## config.mk

```make
export PLATFORM = sky130hd
export DESIGN_NAME = a_store
export DESIGN_NICKNAME = d
export VERILOG_FILES = /design/src/rtl/a_store_pkg.sv /design/src/rtl/a_store_timer.sv /design/src/rtl/a_store.sv
export SDC_FILE = /design/constraint.sdc
export NUM_CORES = 1
export LEC_CHECK = 0
export ABC_AREA = 1
export BUFFER_PORTS_ARGS = -buffer_cell sky130_fd_sc_hd__buf_2
export CAP_MARGIN = 20
export CORE_AREA = 5 5 79 110
export CTS_CLUSTER_DIAMETER = 120
export DETAILED_ROUTE_END_ITERATION = 16
export DIE_AREA = 0 0 84 115
export GPL_ROUTABILITY_DRIVEN = 0
export GPL_TIMING_DRIVEN = 0
export PLACE_DENSITY = 0.68
export SLEW_MARGIN = 20
export SYNTH_ARGS = -nofsm -noshare
export SYNTH_HDL_FRONTEND = slang
export SYNTH_SLANG_ARGS = --single-unit
```

## constraint.sdc

```tcl
create_clock -name clk -period 3.7 [get_ports clk]
set_input_delay 0.185 -clock clk [delete_from_list [all_inputs] [get_ports clk]]
set_output_delay 0.185 -clock clk [all_outputs]
set_load 0.05 [all_outputs]
```

## src/rtl/a_store_pkg.sv

```systemverilog
// Shared CPU package: accumulator op codes, store-path state
// encoding and byte-order constants.
package a_store_pkg;

  typedef enum logic [1:0] {
    ACC_NOP,
    ACC_LOAD,
    ACC_STORE,
    ACC_CLR
  } acc_op_e;

  localparam logic [2:0] S_IDLE  = 3'd0;
  localparam logic [2:0] S_BYTE0 = 3'd1;
  localparam logic [2:0] S_BYTE1 = 3'd2;
  localparam logic [2:0] S_DONE  = 3'd3;
  localparam logic [2:0] S_ERR   = 3'd4;

  typedef enum logic [2:0] {
    ST_IDLE  = S_IDLE,
    ST_BYTE0 = S_BYTE0,
    ST_BYTE1 = S_BYTE1,
    ST_DONE  = S_DONE,
    ST_ERR   = S_ERR
  } st_e;

  localparam bit ORDER_LE = 1'b0;
  localparam bit ORDER_BE = 1'b1;

  function automatic logic [7:0] pick_byte(
    input logic [15:0] w,
    input logic        hi
  );
    return hi ? w[15:8] : w[7:0];
  endfunction

endpackage

```

## src/rtl/a_store_timer.sv

```systemverilog
// Per-byte wait counter for the accumulator store path;
// expired flags the last cycle allowed before abort.
module a_store_timer #(
  parameter int TIMEOUT = 255
) (
  input  logic clk,
  input  logic rst_n,
  input  logic clr,
  input  logic en,
  output logic expired
);

  localparam logic [7:0] LAST = 8'(TIMEOUT - 1);

  logic [7:0] cnt;

  always_ff @(negedge clk or negedge rst_n) begin
    if (!rst_n) begin
      cnt <= '0;
    end else if (clr) begin
      cnt <= '0;
    end else if (en) begin
      cnt <= cnt + 8'd1;
    end
  end

  assign expired = (cnt == LAST);

endmodule

```

## src/rtl/a_store.sv

```systemverilog
// Accumulator store path: writes a captured 16-bit word as two
// byte writes with ready handshake and timeout abort.
module a_store
  import a_store_pkg::*;
#(
  parameter bit BIG_ENDIAN = ORDER_LE,
  parameter int TIMEOUT    = 255
) (
  input  logic        clk,
  input  logic        rst_n,
  input  logic        store,
  input  logic [15:0] a_in,
  input  logic [15:0] addr_in,
  output logic [15:0] mem_addr,
  output logic [7:0]  mem_wdata,
  output logic        mem_we,
  input  logic        mem_ready,
  output logic        busy,
  output logic        done,
  output logic        err
);

  st_e         state, state_d;
  logic [15:0] word_q, word_d;
  logic [15:0] addr_q, addr_d;

  logic [15:0] mem_addr_d;
  logic [7:0]  mem_wdata_d;
  logic        mem_we_d;
  logic        busy_d;
  logic        done_d;
  logic        err_d;

  logic        t_clr;
  logic        t_en;
  logic        t_exp;

  a_store_timer #(
    .TIMEOUT(TIMEOUT)
  ) u_timer (
    .clk    (clk),
    .rst_n  (rst_n),
    .clr    (t_clr),
    .en     (t_en),
    .expired(t_exp)
  );

  always_comb begin
    state_d = state;
    word_d  = word_q;
    addr_d  = addr_q;
    t_clr   = 1'b1;
    t_en    = 1'b0;
    unique case (state)
      ST_IDLE: begin
        if (store) begin
          state_d = ST_BYTE0;
          word_d  = a_in;
          addr_d  = addr_in;
        end
      end
      ST_BYTE0,
      ST_BYTE1: begin
        t_clr = 1'b0;
        // an accept on the expiry edge still wins
        if (mem_ready) begin
          t_clr   = 1'b1;
          state_d = (state == ST_BYTE0) ? ST_BYTE1 : ST_DONE;
        end else if (t_exp) begin
          t_clr   = 1'b1;
          state_d = ST_ERR;
        end else begin
          t_en = 1'b1;
        end
      end
      ST_DONE,
      ST_ERR: state_d = ST_IDLE;
      default: state_d = ST_IDLE;
    endcase
  end

  // outputs are decoded from the next state so they leave a flop
  always_comb begin
    mem_addr_d  = '0;
    mem_wdata_d = '0;
    mem_we_d    = 1'b0;
    busy_d      = 1'b0;
    done_d      = 1'b0;
    err_d       = 1'b0;
    unique case (1'b1)
      state_d == ST_BYTE0: begin
        mem_addr_d  = addr_d;
        mem_wdata_d = pick_byte(word_d, BIG_ENDIAN);
        mem_we_d    = 1'b1;
        busy_d      = 1'b1;
      end
      state_d == ST_BYTE1: begin
        mem_addr_d  = addr_d + 16'd1;
        mem_wdata_d = pick_byte(word_d, !BIG_ENDIAN);
        mem_we_d    = 1'b1;
        busy_d      = 1'b1;
      end
      state_d == ST_DONE: begin
        busy_d = 1'b1;
        done_d = 1'b1;
      end
      state_d == ST_ERR: begin
        busy_d = 1'b1;
        err_d  = 1'b1;
      end
      default: ;
    endcase
  end

  always_ff @(negedge clk or negedge rst_n) begin
    if (!rst_n) begin
      state     <= ST_IDLE;
      word_q    <= '0;
      addr_q    <= '0;
      mem_addr  <= '0;
      mem_wdata <= '0;
      mem_we    <= 1'b0;
      busy      <= 1'b0;
      done      <= 1'b0;
      err       <= 1'b0;
    end else begin
      state     <= state_d;
      word_q    <= word_d;
      addr_q    <= addr_d;
      mem_addr  <= mem_addr_d;
      mem_wdata <= mem_wdata_d;
      mem_we    <= mem_we_d;
      busy      <= busy_d;
      done      <= done_d;
      err       <= err_d;
    end
  end

endmodule

```

==> PnR_summary.wiki, run 1 <==
{| class="wikitable"
! Metric !! Value
|-
| Die Height || 115 um
|-
| Post-synthesis average cell area || 8.98 um2
|-
| Post-route cell area || 0.00414 mm2
|-
| Placed Instance Area || just under 0.004 mm2
|-
| CTS tree || done
|-
| Largest net degree at the start of global routing || 48
|-
| Max Transition Viols Final || 0
|-
| Internal power || between 1.5 and 2 mW
|-
| Post-DP HPWL || slightly below 6000 um
|-
| DRT iter0 DRCs || 106
|-
| Die area || about 0.0097 mm2
|-
| Post CTS Setup Buffer Count || 0
|-
| Top-Level Pins || 64
|-
| Critical setup path kind || in -> reg
|-
| Post-synthesis net count || 427
|-
| Power dissipated by switching net loads || 1.63 mW
|-
| Remaining max-slew budget at the tightest pin || just under 80%
|-
| Antenna diode count || 0
|-
| Switching power as a share of total power || 45.9%
|-
| Initial standard-cell utilization of the core || between 40% and 50%
|-
| Peak supply drop || 0.361 mV
|-
| Floorplan core area || roughly 0.0076 mm2
|-
| Power density over cell area || around 860 mW/mm2
|-
| Area added between synthesis and finish || 18.8%
|-
| Layout cells sized above 1 || a little over 30%
|-
| Die span in x || approximately 84 um
|-
| Number of vias in the routed layout || between 2,000 and 3,000
|-
| Final antenna-violating net count || 0
|-
| Endpoint of the worst-slack reg-to-reg timing path || mem_addr[10]$_DFF_NN0_
|-
| Final setup violating endpoints || 0
|-
| Initial DRT Pass Iterations || 5
|-
| Fraction of the yosys area taken by sequential cells || just over 50%
|-
| Clock transition at the registers of the reported paths || 0.05 ns
|-
| Worst-margin pin slew || 0.344 ns
|-
| Total of flip-flops plus latches after synthesis || 71
|-
| Worst reg-to-reg setup slack || between 1.5 and 2 ns
|-
| Level count of the clock H-tree || 3
|-
| Critical path capture point type || register
|-
| Number of hold violations in the final report || 0
|-
| Source-to-sink clock delay at the later pin of the worst-skew pair || approximately 0.33 ns
|-
| RSZ-0062 raised after global routing || no
|-
| Number of antenna violations at the first check in global routing || 0
|-
| Wire length of the first global-routing pass || between 10,000 and 15,000 um
|-
| Clock tree buffer depth || 2
|-
| Total global routing overflow || 0
|-
| Number of vias per cell after detailed routing || a little under 5
|-
| Final Net Count || roughly 500
|-
| Power share of the combinational group || between 50 and 60%
|-
| Cell variety after synth || 32
|-
| Critical-path maximum fanout || 9
|-
| Worst-case clock skew || ~0.0048 ns
|-
| Cell Rows || 38
|-
| Total CTS buffers || 9
|-
| Count of instances resized after the clock tree is built || 0
|-
| Number of hold-repair buffers added at the cts stage || 0
|-
| Ys Warns || 0
|-
| WHS Endpoint || u_timer.cnt[0]$_DFFE_NN0P_
|-
| Vias in the first global route || around 2,800
|-
| Data arrival, critical path || between 1.5 and 2 ns
|-
| Total track usage || 17.4%
|-
| Total routed wirelength || 7730 um
|-
| Critical Path Start Type || input port
|-
| Number of cells on the worst hold path || 1
|-
| Hold path startpoint || u_timer.cnt[0]$_DFFE_NN0P_
|-
| Remaining DRCs || 0
|-
| Cell depth of the worst setup path || 12
|-
| Ordered cell list for the critical path || buf_2 > inv_1 > nor2_8 > nand2_8 > nand2_1 > nand2_1 > ha_1 > nand3_1 > nor2_2 > nand3_1 > nand3_1 > nand2_1
|-
| Result of the run || completed
|-
| Post-Syn Area || roughly 0.0035 mm2
|-
| Register share of total power || roughly 34%
|-
| Root cell of the clock tree || sky130_fd_sc_hd__clkbuf_8
|-
| Clock group share of total power || approximately 16%
|-
| Static power due to leakage || ~2.2 nW
|-
| Synthesized instance count || between 300 and 400
|-
| Number of max-capacitance violations reported || 0
|-
| Final routed wire length divided by cell count || approximately 14 um
|-
| Port buffer count || 63
|-
| Clk sinks || between 70 and 80
|-
| Count of cells along the worst register-to-register path || 10
|-
| Crit path max-delay family || simple AND/OR/NAND/NOR gates
|-
| Cell with the biggest individual delay on the critical path || sky130_fd_sc_hd__nor2_2
|-
| Final TNS setup || 0 ns
|-
| Worst EP required || between 2 and 2.5 ns
|-
| Buffer and inverter count on the worst path || 2
|-
| Beginning of the worst register-to-register path || state[1]$_DFF_NN0_
|-
| Hold WC Path Type || reg -> reg
|-
| Post-route worst hold slack || between 0.4 and 0.5 ns
|-
| Delay of the slowest cell on the worst path || 0.25 ns
|}
-- per-layer routing --
layer	GRT usage (%)	routed length, um	vias to the layer above
met5	0	0	-
met4	10.5	272	0
met3	3.01	291	20
met2	30.0	4010	72
met1	20.1	3150	1329
li1	-	-	1386
-- worst register-to-register path, cell delays in order, from the launching register on --
cell and delay, ns:
sky130_fd_sc_hd__dfrtn_1 0.54, sky130_fd_sc_hd__nor2_8 0.11, sky130_fd_sc_hd__nand2_8 0.12, sky130_fd_sc_hd__nand2_1 0.05, sky130_fd_sc_hd__nand2_1 0.16, sky130_fd_sc_hd__ha_1 0.23, sky130_fd_sc_hd__nand3_1 0.20, sky130_fd_sc_hd__nor2_2 0.25
sky130_fd_sc_hd__nand3_1 0.12, sky130_fd_sc_hd__nand3_1 0.11, sky130_fd_sc_hd__nand2_1 0.05
-- state kept, by name (all words and copies together), names as in the netlist, 3 cells and up --
register     cells
addr_q          16
mem_addr        16
word_q          16
mem_wdata        8
u_timer.cnt      8
state            3
-- synthesized netlist by cell type, drive strengths merged --
cell type  instances  area share, %
mux2              16            5.2
dfrtn             71             51
buf               12            3.0
xnor2              1           0.25
and3               1           0.18
ha                 3            1.1
nand4              2           0.36
inv               30            3.2
xor2               4            1.0
a21oi              3           0.75
o21ai              8            1.1
nor3b              2           0.43
nor2              30            5.1
o22ai              2           0.36
nand3b            11            2.4
or2                1           0.18
nand2            147             18
nor3               2           0.43
nand3             39            5.7
a211oi             3           0.65
-- placed cells by master (no fill, tap or decap), types with 4 or more instances in the layout --
cell type / count
sky130_fd_sc_hd__nor2_1: 19
sky130_fd_sc_hd__mux2_2: 16
sky130_fd_sc_hd__inv_1: 27
sky130_fd_sc_hd__buf_4: 6
sky130_fd_sc_hd__nor2_2: 7
sky130_fd_sc_hd__nand2_1: 128
sky130_fd_sc_hd__xor2_1: 4
sky130_fd_sc_hd__buf_6: 5
sky130_fd_sc_hd__dfrtn_1: 71
sky130_fd_sc_hd__nand2_2: 18
sky130_fd_sc_hd__nand3_1: 38
sky130_fd_sc_hd__o21ai_1: 7
sky130_fd_sc_hd__clkbuf_8: 11
sky130_fd_sc_hd__nand3b_1: 11
sky130_fd_sc_hd__buf_2: 64
-- power groups by stage --
stage          clock network, mW  registers [mW]  logic (mW)
6_report                   0.562            1.20        1.79
4_1_cts                    0.581            1.20        1.80
5_1_grt                    0.614            1.23        1.98
2_1_floorplan                  0            1.54        1.04
3_5_place_dp                   0            1.21        1.79
3_3_place_gp                   0            1.20        1.76
-- cells by family (layout without fill, tap and decap cells) --
kind of cell / Yosys count / in the layout / synth area share (%)
buffers and inverters: 42 / 122 / 6.21
multiplexers: 16 / 16 / 5.17
adder cells (fa/ha/maj): 3 / 3 / 1.08
flip-flops: 71 / 71 / 51.0
XOR/XNOR: 5 / 5 / 1.26
AND/OR/NAND/NOR: 235 / 235 / 32.4
AO/OA/AOI/OAI: 16 / 16 / 2.91
-- metrics by stage --
stage | worst slack (ns) | total power [mW] | util, % | cells
2_1_floorplan | 0.308 | 2.58 | - | 388
3_3_place_gp | -0.0623 | 2.96 | 51.6 | 551
3_5_place_dp | -0.0633 | 3.01 | 52.0 | 552
4_1_cts | 0.278 | 3.58 | 54.4 | 568
5_1_grt | 0.0587 | 3.83 | 54.4 | 568
6_report | 0.279 | 3.55 | 54.4 | 568
-- area by class of cell --
class                           count  area [um2]
Clock inverter                      5        32.5
Timing Repair Buffer               64         345
Inverter                           30         113
Tap cell                          100         125
Sequential cell                    71        1780
Fill cell                         723        3470
Buffer                             12         104
Multi-Input combinational cell    275        1490
Clock buffer                       11         151
-- worst max-delay path by stage --
stage	slack (ns)	start	endpoint
floorplan	0.31	store	mem_addr[8]$_DFF_NN0_
global placement	-0.06	store	mem_addr[6]$_DFF_NN0_
detailed placement	-0.06	store	mem_addr[6]$_DFF_NN0_
CTS	0.28	store	mem_addr[6]$_DFF_NN0_
global route	0.06	store	mem_addr[8]$_DFF_NN0_
finish	0.28	store	mem_addr[10]$_DFF_NN0_
(Power assumes the default switching activity.)
==> run 2: changes to the inputs <==
CORE_AREA = 5 5 85 119   (was 5 5 79 110)
DIE_AREA = 0 0 90 124   (was 0 0 84 115)
PLACE_DENSITY = unset   (was 0.68)
SLEW_MARGIN = unset   (was 20)
==> PnR_summary.wiki, run 2 (synthesis results as in run 1) <==
{| class="wikitable"
! Metric !! Value
|-
| Number of vias per cell after detailed routing || 4.83 (-2.3%)
|-
| Post-route cell area || 0.00422 mm2 (+2.1%)
|-
| Number of antenna violations at the first check in global routing || 0 (unchanged)
|-
| Level count of the clock H-tree || 3 (unchanged)
|-
| Wire length of the first global-routing pass || 13,400 um (+1.7%)
|-
| Number of hold-repair buffers added at the cts stage || 0 (unchanged)
|-
| Clock tree buffer depth || 2 (unchanged)
|-
| Top-Level Pins || 64 (unchanged)
|-
| Area added between synthesis and finish || 21.2%
|-
| CTS tree || done
|-
| Data arrival, critical path || 1.76 ns (about the same)
|-
| Clock transition at the registers of the reported paths || 0.04 ns (about the same)
|-
| Library cell appearing most often on the critical path || sky130_fd_sc_hd__nand3_1
|-
| Port buffer count || 63 (unchanged)
|-
| Worst EP required || 2.01 ns (-0.03 ns)
|-
| Layout cells sized above 1 || 30.7% (-0.30 points)
|-
| DRT iter0 DRCs || 93 (-12%)
|-
| Cell with the biggest individual delay on the critical path || sky130_fd_sc_hd__nor2_2
|-
| RSZ-0062 raised after global routing || no
|-
| WL met3 || 470 um (+62%)
|-
| Remaining DRCs || 0 (unchanged)
|-
| Root cell of the clock tree || sky130_fd_sc_hd__clkbuf_16
|-
| Max Transition Viols Final || 0 (unchanged)
|-
| Final setup violating endpoints || 0 (unchanged)
|-
| Worst-case clock skew || 0.00672 ns (+0.00188 ns)
|-
| Wl on met1 || 3380 um (+7.1%)
|-
| Die span in x || 90 um (+7.1%)
|-
| Post CTS Setup Buffer Count || 0 (unchanged)
|-
| Final Net Count || 501 (-0.20%)
|-
| Total global routing overflow || 0 (unchanged)
|-
| Antenna diode count || 0 (unchanged)
|-
| Power density over cell area || 904 mW/mm2 (+5.5%)
|-
| Final TNS setup || 0 ns (unchanged)
|-
| Critical-path maximum fanout || 9 (unchanged)
|-
| Regs by FF count || addr_q: 16 flops, mem_addr: 16 flops, word_q: 16 flops
|-
| Result of the run || completed
|-
| Delay of the slowest cell on the worst path || 0.24 ns (about the same)
|-
| Count of instances resized after the clock tree is built || 0 (unchanged)
|-
| Post-DP HPWL || 5730 um (-2.0%)
|-
| Vias in the first global route || 2,769 (-1.4%)
|-
| Final routed wire length divided by cell count || 14.0 um (+2.7%)
|-
| Critical setup path kind || in -> reg
|-
| Overall power of the completed layout || 3.82 mW (+7.6%)
|-
| Max Used Layer || met4
|-
| Crit path max-delay family || simple AND/OR/NAND/NOR gates
|-
| Initial standard-cell utilization of the core || 39.3% (-6.5 points)
|-
| Floorplan core area || 0.00887 mm2 (+17%)
|-
| Number of hold violations in the final report || 0 (unchanged)
|-
| Total track usage || 15.1% (-2.2 points)
|-
| Die area || 0.0112 mm2 (+16%)
|-
| Number of vias in the routed layout || 2,766 (-1.5%)
|-
| Fill cell count || 887 (+23%)
|-
| Static power due to leakage || 2.18 nW (+1.5%)
|-
| Source-to-sink clock delay at the later pin of the worst-skew pair || 0.34 ns (about the same)
|-
| Peak supply drop || 0.423 mV (+17%)
|-
| Initial DRT Pass Iterations || 4 (-1)
|-
| Largest net degree at the start of global routing || 72 (+50%)
|-
| Clk sinks || 71 (unchanged)
|-
| Cell Rows || 41 (+7.9%)
|-
| Most used cells in the layout excluding fill and tap cells || sky130_fd_sc_hd__nand2_1, sky130_fd_sc_hd__dfrtn_1, sky130_fd_sc_hd__buf_2
|-
| Number of max-capacitance violations reported || 0 (unchanged)
|-
| Total routed wirelength || 8010 um (+3.6%)
|-
| Placed Instance Area || 0.00394 mm2 (-0.47%)
|-
| Total CTS buffers || 9 (unchanged)
|-
| Remaining max-slew budget at the tightest pin || 40.0% (-37 points)
|-
| Final antenna-violating net count || 0 (unchanged)
|-
| Die Height || 124 um (+7.8%)
|-
| Critical Path Start Type || input port
|-
| Hold WC Path Type || reg -> reg
|-
| Critical path capture point type || register
|-
| Buffer and inverter count on the worst path || 2 (unchanged)
|-
| Sum of met2 wire segment lengths after detailed routing || 3970 um (-1.1%)
|-
| Worst-margin pin slew || 0.900 ns (+0.556 ns)
|-
| Most common library cell in the layout ignoring fill and taps || sky130_fd_sc_hd__nand2_1
|-
| Ordered cell list for the critical path || buf_2 > inv_1 > nor2_8 > nand3_1 > nand2_1 > ha_1 > nand3_1 > nor2_2 > xor2_1 > o21ai_1
|}
run 2: path summary, 6_finish.rpt:
kind | to | startpoint | slack [ns] | depth (start not counted)
worst max-delay path | mem_addr[6]$_DFF_NN0_ | store | 0.24 | 10
worst max register to register | mem_addr[6]$_DFF_NN0_ | state[0]$_DFF_NN0_ | 1.59 | 9
worst min-delay path | u_timer.cnt[0]$_DFFE_NN0P_ | u_timer.cnt[0]$_DFFE_NN0P_ | 0.41 | 1
max in group asynchronous | mem_addr[15]$_DFF_NN0_ | rst_n | 1.38 | 1
min in group asynchronous | u_timer.cnt[4]$_DFFE_NN0P_ | rst_n | 1.72 | 1
worst min register to register | u_timer.cnt[0]$_DFFE_NN0P_ | u_timer.cnt[0]$_DFFE_NN0P_ | 0.41 | 1
run 2: worst register-to-register path, cell delays in order (launching register included):
cell	delay (ns)
sky130_fd_sc_hd__dfrtn_1	0.55
sky130_fd_sc_hd__nor2_8	0.11
sky130_fd_sc_hd__nand2_8	0.10
sky130_fd_sc_hd__nand2_1	0.05
sky130_fd_sc_hd__nand2_1	0.17
sky130_fd_sc_hd__ha_1	0.23
sky130_fd_sc_hd__nand3_1	0.20
sky130_fd_sc_hd__nor2_2	0.24
sky130_fd_sc_hd__xor2_1	0.16
sky130_fd_sc_hd__o21ai_1	0.10
run 2: final cells by class:
class                   count  area, um2  share of cell area, %
flip-flops and latches     71       1780                   42.1
multi-input cells         275       1490                   35.3
clock inverters             6       62.6                   1.48
inverters                  30        113                   2.67
plain buffers              12        104                   2.46
clock buffers               9        225                   5.33
repair buffers             63        318                   7.52
well taps                 107        134                   3.17
run 2: through the flow:
stage,hold WS (ns),instances,setup WS (ns),util (%)
finish,0.411,573,0.244,47.6
global route,0.455,573,0.0888,47.6
CTS,0.416,573,0.251,47.6
detailed placement,0.410,558,-0.106,44.4
global placement,0.398,558,-0.0818,44.3
floorplan,0.379,388,0.308,-
run 2: report_power, final:
part	total [mW]	leakage (nW)	switching, mW	internal (mW)
Clock	0.829	0.133	0.314	0.515
Combinational	1.79	1.15	1.25	0.544
Sequential	1.20	0.901	0.103	1.09
run 2: routing by layer:
metal,GRT usage [%],up-vias
met5,0,-
met4,7.54,0
met3,4.17,16
met2,25.3,86
met1,17.9,1277
li1,-,1387
